===== src/rtl/xbus_decoder.sv =====
// Data-bus decoder between xctrl and N_SLV peripheral slots: per-slot wait states,
// a wait-timeout watchdog and a sticky trap that latches the faulting access.
module xbus_decoder #(
  parameter int DATA_W     = 32,
  parameter int ADDR_W     = 12,
  parameter int SEL_ADDR_W = 2,
  parameter int N_SLV      = 3,
  parameter int TIMEOUT    = 8,
  parameter int TO_W       = 4
) (
  input  logic                    clk_i,
  input  logic                    rst_ni,
  input  logic                    m_sel_i,
  input  logic                    m_we_i,
  input  logic [ADDR_W-1:0]       m_addr_i,
  output logic                    m_ready_o,
  output logic [DATA_W-1:0]       m_data_to_rd_o,
  output logic [N_SLV-1:0]        s_sel_o,
  input  logic [N_SLV-1:0]        s_ready_i,
  input  logic [N_SLV*DATA_W-1:0] s_data_to_rd_i,
  output logic                    trap_o,
  output logic [ADDR_W-1:0]       fault_addr_o,
  output logic                    fault_we_o,
  output logic [1:0]              fault_cause_o,
  input  logic                    trap_clr_i
);

  typedef enum logic [1:0] {IDLE, WAIT, FAULT} state_t;

  localparam logic [1:0]      CAUSE_NONE     = 2'b00;
  localparam logic [1:0]      CAUSE_UNMAPPED = 2'b01;
  localparam logic [1:0]      CAUSE_TIMEOUT  = 2'b10;
  localparam logic [TO_W-1:0] CNT_TO         = TO_W'(TIMEOUT);
  localparam logic [TO_W-1:0] CNT_MAX        = '1;
  localparam logic [TO_W-1:0] CNT_ONE        = TO_W'(1);

  state_t                state_q, state_d;
  logic [TO_W-1:0]       cnt_q, cnt_d;
  logic [SEL_ADDR_W-1:0] rd_idx_q, rd_idx_d;
  logic                  trap_q, trap_d;
  logic [ADDR_W-1:0]     fault_addr_q, fault_addr_d;
  logic                  fault_we_q, fault_we_d;
  logic [1:0]            fault_cause_q, fault_cause_d;

  logic [SEL_ADDR_W-1:0] idx;
  logic                  mapped;
  logic                  act;
  logic                  slot_rdy;
  logic                  fault_entry;
  logic [1:0]            entry_cause;

  assign idx    = m_addr_i[ADDR_W-1 -: SEL_ADDR_W];
  assign mapped = int'(idx) < N_SLV;
  assign act    = m_sel_i && (state_q != FAULT) && mapped;

  // Loop-based select keeps unmapped indices from ever addressing past N_SLV.
  always_comb begin
    s_sel_o  = '0;
    slot_rdy = 1'b0;
    for (int i = 0; i < N_SLV; i++) begin
      if (int'(idx) == i) begin
        s_sel_o[i] = act;
        slot_rdy   = s_ready_i[i];
      end
    end
  end

  assign m_ready_o = act && slot_rdy;

  always_comb begin
    m_data_to_rd_o = '0;
    for (int i = 0; i < N_SLV; i++) begin
      if (int'(rd_idx_q) == i) begin
        m_data_to_rd_o = s_data_to_rd_i[i*DATA_W +: DATA_W];
      end
    end
  end

  always_comb begin
    state_d       = state_q;
    cnt_d         = cnt_q;
    rd_idx_d      = rd_idx_q;
    trap_d        = trap_q;
    fault_addr_d  = fault_addr_q;
    fault_we_d    = fault_we_q;
    fault_cause_d = fault_cause_q;
    fault_entry   = 1'b0;
    entry_cause   = CAUSE_NONE;

    if (act && !m_we_i && slot_rdy) begin
      rd_idx_d = idx;
    end

    unique case (state_q)
      IDLE: begin
        if (m_sel_i && !mapped) begin
          fault_entry = 1'b1;
          entry_cause = CAUSE_UNMAPPED;
        end else if (act && !slot_rdy) begin
          state_d = WAIT;
          cnt_d   = (TIMEOUT != 0) ? CNT_ONE : '0;
        end
      end
      WAIT: begin
        if (!m_sel_i || (act && slot_rdy)) begin
          state_d = IDLE;
          cnt_d   = '0;
        end else if ((TIMEOUT != 0) && (cnt_q == CNT_TO)) begin
          fault_entry = 1'b1;
          entry_cause = CAUSE_TIMEOUT;
        end else if ((TIMEOUT != 0) && (cnt_q != CNT_MAX)) begin
          cnt_d = cnt_q + CNT_ONE;
        end
      end
      FAULT: begin
        if (trap_clr_i) begin
          state_d = IDLE;
          trap_d  = 1'b0;
        end
      end
      default: begin
        state_d = IDLE;
        cnt_d   = '0;
      end
    endcase

    // The whole faulting access is captured on the same edge that raises trap.
    if (fault_entry) begin
      state_d       = FAULT;
      cnt_d         = '0;
      trap_d        = 1'b1;
      fault_addr_d  = m_addr_i;
      fault_we_d    = m_we_i;
      fault_cause_d = entry_cause;
    end
  end

  always_ff @(posedge clk_i or negedge rst_ni) begin
    if (!rst_ni) begin
      state_q       <= IDLE;
      cnt_q         <= '0;
      rd_idx_q      <= '0;
      trap_q        <= 1'b0;
      fault_addr_q  <= '0;
      fault_we_q    <= 1'b0;
      fault_cause_q <= CAUSE_NONE;
    end else begin
      state_q       <= state_d;
      cnt_q         <= cnt_d;
      rd_idx_q      <= rd_idx_d;
      trap_q        <= trap_d;
      fault_addr_q  <= fault_addr_d;
      fault_we_q    <= fault_we_d;
      fault_cause_q <= fault_cause_d;
    end
  end

  assign trap_o        = trap_q;
  assign fault_addr_o  = fault_addr_q;
  assign fault_we_o    = fault_we_q;
  assign fault_cause_o = fault_cause_q;

endmodule


===== config.mk =====
export PLATFORM = sky130hd
export DESIGN_NAME = xbus_decoder
export DESIGN_NICKNAME = d
export VERILOG_FILES = /design/src/rtl/xbus_decoder.sv
export SDC_FILE = /design/constraint.sdc
export NUM_CORES = 1
export LEC_CHECK = 0
export ABC_AREA = 1
export CORE_ASPECT_RATIO = 2
export CORE_UTILIZATION = 33
export CTS_CLUSTER_DIAMETER = 100
export DETAILED_ROUTE_END_ITERATION = 12
export PLACE_DENSITY = 0.83
export RECOVER_POWER = 100
export SETUP_SLACK_MARGIN = 0.05
export SYNTH_ARGS = -nofsm -noshare
export SYNTH_HDL_FRONTEND = slang
export SYNTH_SLANG_ARGS = --single-unit

===== constraint.sdc =====
create_clock -name clk_i -period 3.3 [get_ports clk_i]
set_input_delay 0.66 -clock clk_i [delete_from_list [all_inputs] [get_ports clk_i]]
set_output_delay 0.66 -clock clk_i [all_outputs]
set_load 0.005 [all_outputs]

==> run metrics <==
final layout net count=576; number of buffers added for setup after CTS=0; routed wire length=6620 um; share of the cycle needed by the critical path after routing=0.924; Yosys cell types=26; Synth area leader=sky130_fd_sc_hd__dfrtp_1; dominant cells by area after synthesis=sky130_fd_sc_hd__dfrtp_1 34%, sky130_fd_sc_hd__nand2_1 32%, sky130_fd_sc_hd__nand3_1 11%, sky130_fd_sc_hd__inv_1 3.8%, sky130_fd_sc_hd__nor2_1 2.1%; count leader, synth=sky130_fd_sc_hd__nand2_1; Via-to-Cell Ratio=4.76; area of the placeable core=5180 um2; Setup WS pre-CTS=0.408 ns; Most common cell on crit path=sky130_fd_sc_hd__dlygate4sd3_1; effective utilization at floorplan=0.346; endpoint arrival time on the critical path=2.39 ns; vias after detailed routing=2449; Remaining DRCs=0; number of cells on the worst reg-to-reg path=8; Antenna Nets Post-Route=0; GP Congestion=0.873; most frequent cells after synthesis=155 x sky130_fd_sc_hd__nand2_1, 41 x sky130_fd_sc_hd__nand3_1, 24 x sky130_fd_sc_hd__dfrtp_1; clock transition at the registers of the reported paths=0.08 ns; final hold violation count=0; WL/cell=12.9 um; count of state elements after synthesis=24; number of enable flip-flop cells after synthesis=0; area share of the leading cell type in the synthesized netlist=0.335; hold bufs inserted after CTS=0; nature of the critical path endpoint=output pin; H-tree depth=1; count of buffering cells on the critical path with inverters included=3; worst ir drop on vdd=0.449 mV; delay of the slowest cell on the worst path=0.66 ns; type of the tightest min-delay check=register to register; minimum period implied by the final worst setup slack=3.05 ns; Die H=106 um; total number of cells along the worst setup path=6; Ports=168; syn avg cell area=6.12 um2; count of placed standard cells including taps=511; number of buffers inserted during clock tree synthesis=3; area of the mapped netlist=1790 um2; worst path required time=2.64 ns; hold path depth=2; Max Slew Vio Count=0; relative area change from synthesis to final layout=98.3%; area after detailed placement=3520 um2; register area share after synthesis=0.335; Highest Clock Rate=0.328 GHz; dominant register cell in the synthesized netlist=sky130_fd_sc_hd__dfrtp_1; type of the setup path with the least slack=input pin to output pin; Antenna Diode Count=0; syn_nets=411; maximum fanout along the worst path=7; final cell count without fillers=515; root buffer cell=sky130_fd_sc_hd__clkbuf_8; Layout Skew=0.00605 ns; transition time at the pin with the least slew margin=1.29 ns; fraction of layout cells with a size suffix above 1=0.0416; largest delay contributor family on the critical path=buffers and inverters; post-layout worst setup margin=0.251 ns; die area=5750 um2; cell leakage power=1.71 nW; cells along the critical path=dlygate4sd3_1 -> nand2_1 -> nor2_4 -> nand3_4 -> inv_1 -> dlygate4sd3_1; sum of negative setup slack=0 ns; global-route wire length before repair=9950 um; unrepaired setup endpoints after global routing=no; Max-Slew Margin vs Limit=0.141; CTS tree=yes; status=completed; standard-cell rows=37; share of synthesized registers carrying an async set or reset=1.00; Max-Cap Viols=0; crit start category=input pin; number of design-rule violations left by the first detailed-router iteration=56; sink count of the clock tree=24; cell at the slowest stage of the critical path=sky130_fd_sc_hd__dlygate4sd3_1; GR Overflow Total=0; post-cts resize count=0; detailed placement HPWL=5430 um; number of setup violations in the final report=0; total of warnings raised by yosys=0; power per cell area=425 nW/um2; Port Buffer Count=167; number of global-route vias before repair=2371; drt pass-1 iters=4; number of standard cells after synthesis=293; final instance area=3550 um2; pin count of the biggest net entering global routing=33; later-pin clock latency in the skew report=0.26 ns; initial antenna violation count=0; number of buffers on the longest clock path=2; Tot GR Track Use=0.228; Horiz. Die Dim=54.1 um
cell families (layout without fill, tap and decap cells):
logic type,after synthesis,count (layout),share of synthesized area
compound gates,9,9,0.0321
simple gates,223,223,0.532
xor+xnor,2,2,0.00978
buf+inv,33,197,0.0768
flops,24,24,0.335
fa+ha+maj,2,2,0.0140
power by group:
part / internal, mW / switching (mW) / leakage, nW / total (mW)
Combinational: 0.499 / 0.401 / 1.38 / 0.900
Sequential: 0.361 / 0.0516 / 0.302 / 0.413
Clock: 0.106 / 0.0909 / 0.0288 / 0.197
Total: 0.967 / 0.543 / 1.71 / 1.51
state kept, by name, summed over array words and instances (netlist names):
name and cells:
state_q 2, trap_o 1, fault_cause_o 2, fault_addr_o 12
fault_we_o 1, cnt_q 4, rd_idx_q 2
stage by stage:
step                      utilization  total power, mW  hold slack, ns
final                           0.685             1.51           0.473
after global routing            0.685             1.64           0.489
after CTS                       0.690             1.61           0.480
after detailed placement        0.679             1.41           0.462
after global placement          0.679             1.39           0.453
after floorplan                     -            0.790           0.364
layout by cell type, fill, tap and decap left out:
| master | count |
|---|---|
| sky130_fd_sc_hd__nor2_1 | 7 |
| sky130_fd_sc_hd__ha_1 | 2 |
| sky130_fd_sc_hd__dlygate4sd3_1 | 52 |
| sky130_fd_sc_hd__clkbuf_8 | 4 |
| sky130_fd_sc_hd__o21ai_0 | 6 |
| sky130_fd_sc_hd__nor3_1 | 5 |
| sky130_fd_sc_hd__nand4_1 | 5 |
| sky130_fd_sc_hd__or2_2 | 1 |
| sky130_fd_sc_hd__nand2_2 | 1 |
| sky130_fd_sc_hd__o32ai_1 | 1 |
| sky130_fd_sc_hd__buf_4 | 2 |
| sky130_fd_sc_hd__nand3_1 | 41 |
| sky130_fd_sc_hd__nor2_2 | 3 |
| sky130_fd_sc_hd__inv_4 | 1 |
| sky130_fd_sc_hd__clkbuf_1 | 1 |
| sky130_fd_sc_hd__nor2_4 | 1 |
| sky130_fd_sc_hd__clkdlybuf4s50_1 | 115 |
| sky130_fd_sc_hd__dfrtp_1 | 24 |
| sky130_fd_sc_hd__o211ai_1 | 1 |
| sky130_fd_sc_hd__nand3_4 | 1 |
| sky130_fd_sc_hd__xor2_1 | 2 |
| sky130_fd_sc_hd__inv_1 | 18 |
| sky130_fd_sc_hd__nand2_1 | 157 |
| sky130_fd_sc_hd__clkbuf_2 | 1 |
| sky130_fd_sc_hd__inv_2 | 3 |
| sky130_fd_sc_hd__a21boi_2 | 1 |
| sky130_fd_sc_hd__nand3b_1 | 1 |
final timing paths:
path,startpoint,to,slack [ns]
hold reg to reg,fault_addr_o[2],fault_addr_o[2],0.47
setup / recovery,m_sel_i,m_ready_o,0.25
setup reg to reg,state_q[1],state_q[1],1.29
min in group asynchronous,rst_ni,fault_cause_o[0],1.20
hold / removal,fault_addr_o[2],fault_addr_o[2],0.47
max in group asynchronous,rst_ni,fault_addr_o[5],1.34
layer usage:
layer,vias to the layer above,share of wire,track usage
li1,1251,-,-
met1,1077,0.33,0.206
met2,107,0.56,0.450
met3,14,0.089,0.0501
met4,0,0.024,0.0788
met5,-,0,0
final cells by class:
type | count | area, um2
clock buffers | 4 | 55.1
repair buffers | 171 | 1700
inverters | 22 | 85.1
flip-flops and latches | 24 | 601
fillers | 439 | 1630
multi-input cells | 236 | 1040
well taps | 58 | 72.6
worst min-delay path: cells and delay by family (launching register included):
family           cells  cell delay [ns]
DFF                  1             0.35
and+or+nand+nor      2             0.10
Power figures use the tool's default switching activity.
